### src/rtl/dcache_wb_if.sv
// Pipeline-side and memory-side signals of the write-back data cache.
// slave = the cache's view, master = the pipeline/memory environment's view.
`timescale 1ns/1ps
interface dcache_wb_if;
  logic        halt;
  logic        dmemREN;
  logic        dmemWEN;
  logic [31:0] dmemaddr;
  logic [31:0] dmemstore;
  logic [31:0] dmemload;
  logic        dhit;
  logic        flushed;
  logic        dREN;
  logic        dWEN;
  logic [31:0] daddr;
  logic [31:0] dstore;
  logic [31:0] dload;
  logic        dwait;

  modport slave (
    input  halt, dmemREN, dmemWEN, dmemaddr, dmemstore, dload, dwait,
    output dmemload, dhit, flushed, dREN, dWEN, daddr, dstore
  );

  modport master (
    output halt, dmemREN, dmemWEN, dmemaddr, dmemstore, dload, dwait,
    input  dmemload, dhit, flushed, dREN, dWEN, daddr, dstore
  );
endinterface

### src/rtl/dcache_wb.sv
// Blocking direct-mapped write-back/write-allocate data cache with halt-time flush.
// Define DCACHE_HITCNT_EN to write the hit count to HITCNT_ADDR at the end of the flush.
`timescale 1ns/1ps
module dcache_wb #(
  parameter int          NFRAMES     = 16,
  parameter logic [31:0] HITCNT_ADDR = 32'h0000_3100
) (
  input logic        CLK,
  input logic        nRST,
  dcache_wb_if.slave bus
);
  localparam int IW = $clog2(NFRAMES);
  localparam int TW = 30 - IW;

  typedef enum logic [2:0] {
    IDLE,
    WB,
    FILL,
    FLUSH,
    FLUSH_WB,
`ifdef DCACHE_HITCNT_EN
    CNT,
`endif
    DONE
  } state_t;

  state_t            state;
  logic [NFRAMES-1:0] valid_reg;
  logic [NFRAMES-1:0] dirty_reg;
  logic [IW-1:0]     scan_reg;
  logic              dren_reg;
  logic              dwen_reg;
  logic [31:0]       daddr_reg;
  logic [31:0]       dstore_reg;
  logic              flushed_reg;
  logic [TW-1:0]     tag_mem  [NFRAMES];
  logic [31:0]       data_mem [NFRAMES];
`ifdef DCACHE_HITCNT_EN
  logic [31:0]       hitcnt_reg;
  logic              missed_reg;
`else
  localparam logic [31:0] unused_hitcnt_addr = HITCNT_ADDR;
`endif

  logic [IW-1:0] req_idx;
  logic [TW-1:0] req_tag;
  logic          req;
  logic          hit;
  logic          idle_hit;
  logic          last_scan;
  logic [31:0]   victim_addr;
  logic [31:0]   scan_addr;
  logic [31:0]   fill_addr;
  logic          unused_addr_bits;

  // Values loaded into the bus registers when the scan runs off the last frame.
  state_t        fin_state;
  logic          fin_dwen;
  logic [31:0]   fin_daddr;
  logic [31:0]   fin_dstore;
  logic          fin_flushed;

  assign req_idx          = bus.dmemaddr[IW+1:2];
  assign req_tag          = bus.dmemaddr[31:IW+2];
  assign req              = bus.dmemREN | bus.dmemWEN;
  assign hit              = valid_reg[req_idx] && (tag_mem[req_idx] == req_tag);
  assign idle_hit         = (state == IDLE) && !bus.halt && req && hit;
  assign last_scan        = (scan_reg == IW'(NFRAMES - 1));
  assign victim_addr      = {tag_mem[req_idx], req_idx, 2'b00};
  assign scan_addr        = {tag_mem[scan_reg], scan_reg, 2'b00};
  assign fill_addr        = {bus.dmemaddr[31:2], 2'b00};
  assign unused_addr_bits = ^bus.dmemaddr[1:0];

  always_comb begin
`ifdef DCACHE_HITCNT_EN
    fin_state   = CNT;
    fin_dwen    = 1'b1;
    fin_daddr   = HITCNT_ADDR;
    fin_dstore  = hitcnt_reg;
    fin_flushed = 1'b0;
`else
    fin_state   = DONE;
    fin_dwen    = 1'b0;
    fin_daddr   = '0;
    fin_dstore  = '0;
    fin_flushed = 1'b1;
`endif
  end

  assign bus.dhit     = idle_hit;
  assign bus.dmemload = ((state == IDLE) && hit) ? data_mem[req_idx] : '0;
  assign bus.dREN     = dren_reg;
  assign bus.dWEN     = dwen_reg;
  assign bus.daddr    = daddr_reg;
  assign bus.dstore   = dstore_reg;
  assign bus.flushed  = flushed_reg;

  // Tag and data carry no reset: only valid/dirty decide whether they matter.
  always_ff @(posedge CLK) begin
    if (idle_hit && bus.dmemWEN) begin
      data_mem[req_idx] <= bus.dmemstore;
    end else if ((state == FILL) && !bus.dwait) begin
      tag_mem[req_idx]  <= req_tag;
      data_mem[req_idx] <= bus.dload;
    end
  end

  always_ff @(posedge CLK or negedge nRST) begin
    if (!nRST) begin
      state       <= IDLE;
      valid_reg   <= '0;
      dirty_reg   <= '0;
      scan_reg    <= '0;
      dren_reg    <= 1'b0;
      dwen_reg    <= 1'b0;
      daddr_reg   <= '0;
      dstore_reg  <= '0;
      flushed_reg <= 1'b0;
`ifdef DCACHE_HITCNT_EN
      hitcnt_reg  <= '0;
      missed_reg  <= 1'b0;
`endif
    end else begin
      case (state)
        IDLE: begin
          if (bus.halt) begin
            state    <= FLUSH;
            scan_reg <= '0;
          end else if (req) begin
            if (hit) begin
              if (bus.dmemWEN) dirty_reg[req_idx] <= 1'b1;
`ifdef DCACHE_HITCNT_EN
              if (!missed_reg) hitcnt_reg <= hitcnt_reg + 32'd1;
              missed_reg <= 1'b0;
`endif
            end else begin
`ifdef DCACHE_HITCNT_EN
              missed_reg <= 1'b1;
`endif
              if (valid_reg[req_idx] && dirty_reg[req_idx]) begin
                state      <= WB;
                dwen_reg   <= 1'b1;
                daddr_reg  <= victim_addr;
                dstore_reg <= data_mem[req_idx];
              end else begin
                state     <= FILL;
                dren_reg  <= 1'b1;
                daddr_reg <= fill_addr;
              end
            end
          end
        end
        WB: begin
          if (!bus.dwait) begin
            dirty_reg[req_idx] <= 1'b0;
            state      <= FILL;
            dwen_reg   <= 1'b0;
            dstore_reg <= '0;
            dren_reg   <= 1'b1;
            daddr_reg  <= fill_addr;
          end
        end
        FILL: begin
          if (!bus.dwait) begin
            valid_reg[req_idx] <= 1'b1;
            dirty_reg[req_idx] <= 1'b0;
            state     <= IDLE;
            dren_reg  <= 1'b0;
            daddr_reg <= '0;
          end
        end
        FLUSH: begin
          if (valid_reg[scan_reg] && dirty_reg[scan_reg]) begin
            state      <= FLUSH_WB;
            dwen_reg   <= 1'b1;
            daddr_reg  <= scan_addr;
            dstore_reg <= data_mem[scan_reg];
          end else if (last_scan) begin
            state       <= fin_state;
            dwen_reg    <= fin_dwen;
            daddr_reg   <= fin_daddr;
            dstore_reg  <= fin_dstore;
            flushed_reg <= fin_flushed;
          end else begin
            scan_reg <= scan_reg + 1'b1;
          end
        end
        FLUSH_WB: begin
          if (!bus.dwait) begin
            dirty_reg[scan_reg] <= 1'b0;
            if (last_scan) begin
              state       <= fin_state;
              dwen_reg    <= fin_dwen;
              daddr_reg   <= fin_daddr;
              dstore_reg  <= fin_dstore;
              flushed_reg <= fin_flushed;
            end else begin
              state      <= FLUSH;
              scan_reg   <= scan_reg + 1'b1;
              dwen_reg   <= 1'b0;
              daddr_reg  <= '0;
              dstore_reg <= '0;
            end
          end
        end
`ifdef DCACHE_HITCNT_EN
        CNT: begin
          if (!bus.dwait) begin
            state       <= DONE;
            dwen_reg    <= 1'b0;
            daddr_reg   <= '0;
            dstore_reg  <= '0;
            flushed_reg <= 1'b1;
          end
        end
`endif
        DONE: begin
          flushed_reg <= 1'b1;
        end
        default: state <= IDLE;
      endcase
    end
  end
endmodule

### src/flat_wrapper.sv
// flat-port wrapper written by rule: the top's interface ports become plain ports
module dcache_wb_flat 
#(
  parameter int          NFRAMES     = 16,
  parameter logic [31:0] HITCNT_ADDR = 32'h0000_3100
)
  (CLK, nRST, bus_halt, bus_dmemREN, bus_dmemWEN, bus_dmemaddr, bus_dmemstore, bus_dload, bus_dwait, bus_dmemload, bus_dhit, bus_flushed, bus_dREN, bus_dWEN, bus_daddr, bus_dstore);
  dcache_wb_if bus_i ();
  input logic CLK;
  input logic nRST;
  input wire logic [$bits(bus_i.halt)-1:0] bus_halt;
  input wire logic [$bits(bus_i.dmemREN)-1:0] bus_dmemREN;
  input wire logic [$bits(bus_i.dmemWEN)-1:0] bus_dmemWEN;
  input wire logic [$bits(bus_i.dmemaddr)-1:0] bus_dmemaddr;
  input wire logic [$bits(bus_i.dmemstore)-1:0] bus_dmemstore;
  input wire logic [$bits(bus_i.dload)-1:0] bus_dload;
  input wire logic [$bits(bus_i.dwait)-1:0] bus_dwait;
  output wire logic [$bits(bus_i.dmemload)-1:0] bus_dmemload;
  output wire logic [$bits(bus_i.dhit)-1:0] bus_dhit;
  output wire logic [$bits(bus_i.flushed)-1:0] bus_flushed;
  output wire logic [$bits(bus_i.dREN)-1:0] bus_dREN;
  output wire logic [$bits(bus_i.dWEN)-1:0] bus_dWEN;
  output wire logic [$bits(bus_i.daddr)-1:0] bus_daddr;
  output wire logic [$bits(bus_i.dstore)-1:0] bus_dstore;
  assign bus_i.halt = bus_halt;
  assign bus_i.dmemREN = bus_dmemREN;
  assign bus_i.dmemWEN = bus_dmemWEN;
  assign bus_i.dmemaddr = bus_dmemaddr;
  assign bus_i.dmemstore = bus_dmemstore;
  assign bus_i.dload = bus_dload;
  assign bus_i.dwait = bus_dwait;
  assign bus_dmemload = bus_i.dmemload;
  assign bus_dhit = bus_i.dhit;
  assign bus_flushed = bus_i.flushed;
  assign bus_dREN = bus_i.dREN;
  assign bus_dWEN = bus_i.dWEN;
  assign bus_daddr = bus_i.daddr;
  assign bus_dstore = bus_i.dstore;
  dcache_wb #(.NFRAMES(NFRAMES), .HITCNT_ADDR(HITCNT_ADDR)) u_core (.CLK(CLK), .nRST(nRST), .bus(bus_i));
endmodule
### config.mk
export PLATFORM = sky130hd
export DESIGN_NAME = dcache_wb_flat
export DESIGN_NICKNAME = d
export VERILOG_FILES = /design/src/rtl/dcache_wb_if.sv /design/src/rtl/dcache_wb.sv /design/src/flat_wrapper.sv
export SDC_FILE = /design/constraint.sdc
export NUM_CORES = 2
export LEC_CHECK = 0
export CAP_MARGIN = 20
export CORE_MARGIN = 1.5
export CORE_UTILIZATION = 39
export CTS_BUF_LIST = sky130_fd_sc_hd__clkbuf_8
export DETAILED_ROUTE_END_ITERATION = 8
export HOLD_SLACK_MARGIN = 0.06
export PLACE_DENSITY_LB_ADDON = 0.1
export SYNTH_ARGS = -nofsm -noshare
export SYNTH_HDL_FRONTEND = slang
export SYNTH_SLANG_ARGS = --single-unit
### constraint.sdc
create_clock -name CLK -period 5.2 [get_ports CLK]
set_clock_uncertainty 0.1 [all_clocks]
set_input_delay 0.52 -clock CLK [delete_from_list [all_inputs] [get_ports CLK]]
set_output_delay 0.52 -clock CLK [all_outputs]
set_load 0.01 [all_outputs]
# Word level (Yosys, flattened, before mapping)
# Memory sizes are Yosys's and may differ from the RTL's.
# Index checks and enable logic that the tools add are counted.
[op_classes]
n_lt_le_gt_ge = 4
bitwise = 10
n_reduce_logical = 31
mux = 75
addsub = 1
n_eq_ne = 25
[op_table]
columns = ["cell", "count"]
rows = [
  ["32-bit two-way mux", 15],
  ["32-bit case mux with 4 select lines", 1],
  ["16-bit two-way mux", 6],
  ["32-bit case mux with 3 select lines", 1],
  ["16-bit case mux with 3 select lines", 1],
  ["7-bit AND reduction", 5],
  ["16-bit bitwise AND", 2],
  ["16-bit inverter", 2],
  ["16-bit bitwise OR", 2],
  ["3-bit two-way mux", 9],
  ["26-bit == test", 1],
  ["1-bit two-way mux", 26],
  ["2-bit != test, second input constant", 13],
  ["3-bit case mux with 6 select lines", 1],
  ["1-bit binary-select mux with 4-bit select", 4],
  ["4-bit two-way mux", 4],
  ["3-bit nonzero test", 5],
  ["4-bit case mux with 3 select lines", 1],
  ["1-bit logical AND", 11],
  ["4-bit by 5-bit < comparator with 1-bit output, second input constant", 2],
  ["1-bit case mux with 3 select lines", 3],
  ["1-bit demux with 4-bit select", 2],
  ["4-bit by 1-bit >= comparator with 1-bit output, second input constant", 2],
  ["3-bit by 2-bit == test with 1-bit output, second input constant", 2],
  ["18 further kinds", 25],
]
[totals]
ram_bits = 928
mem_count = 2
register_bits = 106
[memory_table]
columns = ["memory", "depth", "width", "read_ports", "rd_clocked_by_memory_dff", "write_ports", "line_no", "rtl"]
rows = [
  ["u_core.data_mem", 16, 32, 2, 0, 1, "dcache_wb.sv:37", "logic [31:0] data_mem [NFRAMES];"],
  ["u_core.tag_mem", 16, 26, 2, 0, 1, "dcache_wb.sv:36", "logic [TW-1:0] tag_mem [NFRAMES];"],
]

# Depth between registers and ports, before layout
[logic_depth]
ltp_word = 10
depth_mapped = 16

# Least setup slack after synthesis
# No wires, ideal clock.
[synth_timing]
path_type = "input-to-reg"
startpoint = "input bus_dmemaddr[2]"
endpoint = "memory u_core.data_mem[0][0] (enable)"
path_buffers = 4
required_time_ps = 4668
setup_time_ps = 432
path_slack_ps = 196
arrival_time_ps = 4472
stages = 12
cell_sequence = "buf_6 > buf_6 > buf_6 > mux4_2 > a22oi_1 > nand2_1 > xor2_1 > nor4_2 > nand4_4 > or2_1 > buf_6 > a21oi_1"
[synth_via]
elab_chain_len = 8
elab_cells_between_ends = 12
classes_between = "eq/ne: 1; mux: 6; bitwise: 1; reduce/logical: 3; memory: 1"
[synth_rtl]
columns = ["item", "line_no", "rtl"]
rows = [
  ["from (decl)", "flat_wrapper.sv:14", "input wire logic [$bits(bus_i.dmemaddr)-1:0] bus_dmemaddr;"],
  ["memory 16 x 26 bit / 1-bit binary-select mux with 4-bit select (equally long branches)", "n/a", ""],
  ["26-bit == test / 1-bit two-way mux (equally long branches)", "dcache_wb.sv:66", "assign hit = valid_reg[req_idx] && (tag_mem[req_idx] == req_tag);"],
  ["1-bit logical AND", "dcache_wb.sv:66", ""],
  ["1-bit logical AND", "dcache_wb.sv:67", "assign idle_hit = (state == IDLE) && !bus.halt && req && hit;"],
  ["1-bit logical AND", "dcache_wb.sv:100", "if (idle_hit && bus.dmemWEN) begin"],
  ["1-bit two-way mux", "dcache_wb.sv:100", ""],
  ["1-bit two-way mux (on tied branches)", "dcache_wb.sv:101, dcache_wb.sv:104", ""],
  ["1-bit bitwise OR (no source line)", "n/a", ""],
  ["to (decl)", "dcache_wb.sv:37", ""],
]
# Several ways; a longest one is shown, not always the timed one. The select of a mux whose other input is x is not followed.

==> results.sh <==
export IMPL_ios=202
export IMPL_layout_nets=3057
export IMPL_gr_usage_all_layers_pct=23.9
export IMPL_hold_class="primary input to asynchronous set/reset pin"
export IMPL_critPathKind="flip-flop to output pin"
export IMPL_rsz0062_at_grt="false"
export IMPL_cpMostUsedCell="buf_4"
export IMPL_cts_sinks=1032
export IMPL_gp_congestion=0.842
export IMPL_grt_max_degree=135
export IMPL_std_cell_rows=130
export IMPL_r2r_start="u_core.tag_mem[6][3]"
export IMPL_n_fill_cell=10700
export IMPL_drtPass1Iterations=8
export IMPL_fin_tns_setup_ns=0
export IMPL_ant_nets=0
export IMPL_yosys_warnings=0
export IMPL_dieArea_mm2=0.129
export IMPL_overflow=0
export IMPL_portBuffers=197
export IMPL_largest_reg_flops=512
export IMPL_slew_viol_final=0
export IMPL_place_hpwl_um=91000
export IMPL_dp_cells=4414
export IMPL_synthTopCellsByArea="edfxtp_1 56%, mux4_2 24%, dfrtp_1 5.2%"
export IMPL_cts_htree_levels=4
export IMPL_period_needed_ns=5.02
export IMPL_period_share_pct=96.4
export IMPL_drt_wl_total_um=154000
export IMPL_max_slew_margin_pct=30.3
export IMPL_setup_viol=0
export IMPL_insertion_delay_ns=0.88
export IMPL_fmax_ghz=0.199
export IMPL_rr_worst_depth=13
export IMPL_grt_pass1_wl_um=222000
export IMPL_initial_utilization_pct=39.4
export IMPL_arrival_ns=4.40
export IMPL_ys_types=78
export IMPL_clkTransAtPathRegs_ns=0.06
export IMPL_ys_ff_latch=1032
export IMPL_synthArstFlopShare_pct=10.1
export IMPL_start_kind="flip-flop"
export IMPL_status="complete, no violations"
export IMPL_synth_flop_cell="edfxtp_1"
export IMPL_finalHoldViolations=0
export IMPL_cts_buffer_depth=3
export IMPL_cts_tree="done"
export IMPL_ir_worst_vdd_uv=284
export IMPL_ys_seq_area_share_pct=61.4
export IMPL_maxCapViolations=0
export IMPL_yosysMostFrequentCell="edfxtp_1"
export IMPL_r2r_end="u_core.data_mem[14][27]"
export IMPL_crit_path_max_incr_delay_ns=0.62
export IMPL_via_per_inst=6.11
export IMPL_drcViolationCount=0
export IMPL_wl_per_cell_um=32.4
export IMPL_die_w_um=360
export IMPL_synth_top_cell_area_share_pct=56.1
export IMPL_area_growth_synth_to_final_pct=17.7
export IMPL_stdcell_count=4757
export IMPL_synth_edf_count=928
export IMPL_synth_common_cells="928 x edfxtp_1, 527 x mux4_2, 116 x mux2i_1"
export IMPL_coreArea_mm2=0.126
export IMPL_reg2reg_slack_ns=0.96
export IMPL_worst_pin_slew_ns=1.04
export IMPL_crit_required_ns=4.58
export IMPL_worstPathMaxFanout=12
export IMPL_syn_avg_cell_area_um2=19.1
export IMPL_num_vias=29100
export IMPL_synth_cells=2596
export IMPL_cp_slowest_cell="mux4_1"
export IMPL_antenna_found_initial=2
export IMPL_cts_made_buffers=181
export IMPL_drive_above_1_share_pct=36.1
export IMPL_whs_ns=0.157
export IMPL_grt_pass1_vias=31000
export IMPL_synth_cell_area_mm2=0.0496
export IMPL_cts_root_buf="clkbuf_8"
export IMPL_path_cells="mux4_1, a221o_1, o211ai_1, nand3_1, nor4b_4, nand4_4, buf_4, buf_4, nor2b_1, clkdlybuf4s50_1"
export IMPL_power_density_mw_per_mm2=378
export IMPL_dieHeight_um=360
export IMPL_drt_iter0_drc=2957
export IMPL_leakagePower_nw=19.2
export IMPL_endpoint_kind="output pin"
export IMPL_yosys_area_top_type="edfxtp_1"
## stage by stage
step | power, W | instance area [µm²] | setup WS (ns) | util [%]
after global placement | 0.0148 | 54800 | 0.153 | 43.5
after floorplan | 0.0129 | 49600 | 0.196 | -
after global routing | 0.0230 | 58400 | 0.0507 | 46.4
final | 0.0221 | 58400 | 0.185 | 46.4
after detailed placement | 0.0149 | 54800 | 0.163 | 43.5
after CTS | 0.0224 | 58400 | 0.136 | 46.4
## how the worst max path moves through the flow
stage / from / cells after the start / slack (ns) / to
floorplan: bus_dmemaddr[2] / 12 / 0.20 / u_core.data_mem[0][0]
global placement: bus_dmemaddr[2] / 12 / 0.15 / bus_dmemload[8]
detailed placement: bus_dmemaddr[2] / 12 / 0.16 / bus_dmemload[8]
CTS: u_core.tag_mem[5][3] / 10 / 0.14 / bus_dmemload[23]
global route: u_core.tag_mem[5][3] / 10 / 0.05 / bus_dmemload[22]
finish: u_core.tag_mem[6][3] / 10 / 0.18 / bus_dmemload[23]
## routing by layer
metal  wire, µm  part of all wire [%]  track usage, %
met5          0                     0               0
met4       4080                   2.6            7.58
met3       9120                   5.9            3.40
met2      79000                    51            40.8
met1      62000                    40            31.6
## power breakdown
part	total (W)	switching, W	internal [W]
registers	0.00998	0.000282	0.00970
logic	0.00466	0.00241	0.00225
clock network	0.00745	0.00350	0.00395
total	0.0221	0.00619	0.0159
## logic make-up (layout without fill, tap and decap cells)
family          after synthesis  after routing  synth area share [%]
compound gates              260            260                  3.96
xor+xnor                     34             34                 0.600
fa+ha+maj                     4              4                 0.101
buf+inv                     219            728                  2.24
flops                      1032           1032                  61.4
mux                         743            743                  28.5
other cells                   1              3               0.00755
simple gates                303            303                  3.15
## cells in the final DEF (no fill, tap or decap), types with 9 or more instances in the layout
cell type        instances
edfxtp_1               928
mux4_2                 527
clkbuf_8               196
clkdlybuf4s50_1        192
buf_4                  133
mux2i_1                116
dfrtp_1                101
mux2_2                  95
inv_1                   67
nand2_1                 64
o21ai_0                 52
nor2b_1                 50
nor2_1                  45
buf_12                  45
a22o_1                  43
clkinv_1                41
nand3_1                 36
a22oi_1                 29
clkinv_2                26
nor3_1                  22
xnor2_1                 21
nor2_4                  18
a2bb2oi_1               17
a221o_1                 17
or2_2                   17
a21oi_4                 16
a21oi_1                 15
a21o_1                  13
xor2_1                  13
a211oi_1                12
and2_1                  11
a221oi_1                10
bufinv_16                9
## repair_timing
item                       CTS  global route
pin swaps                    1             0
hold endpoints to repair    57             0
resized for setup            2             1
hold buffers                 1             0
setup endpoints to repair   32             9
buffers inserted             3             0
## worst max-delay path, delay by kind of cell, from the launching register on
family                 cells  cell delay (ns)
and+or+nand+nor            4             0.80
DFF                        1             0.43
AOI/OAI and AO/OA          2             0.66
muxes                      1             0.62
buffers and inverters      3             0.98
## area by class of cell
cell class | instances | area [µm²] | area share (%)
Multi-Input combinational cell | 1346 | 18400 | 31.4
Clock buffer | 196 | 2700 | 4.62
Inverter | 16 | 65.1 | 0.111
Sequential cell | 1032 | 30500 | 52.2
Tap cell | 1650 | 2060 | 3.53
Clock inverter | 142 | 885 | 1.51
Timing Repair Buffer | 374 | 3870 | 6.63
Antenna cell | 1 | 2.50 | 0.00428
(Power assumes the default switching activity.)
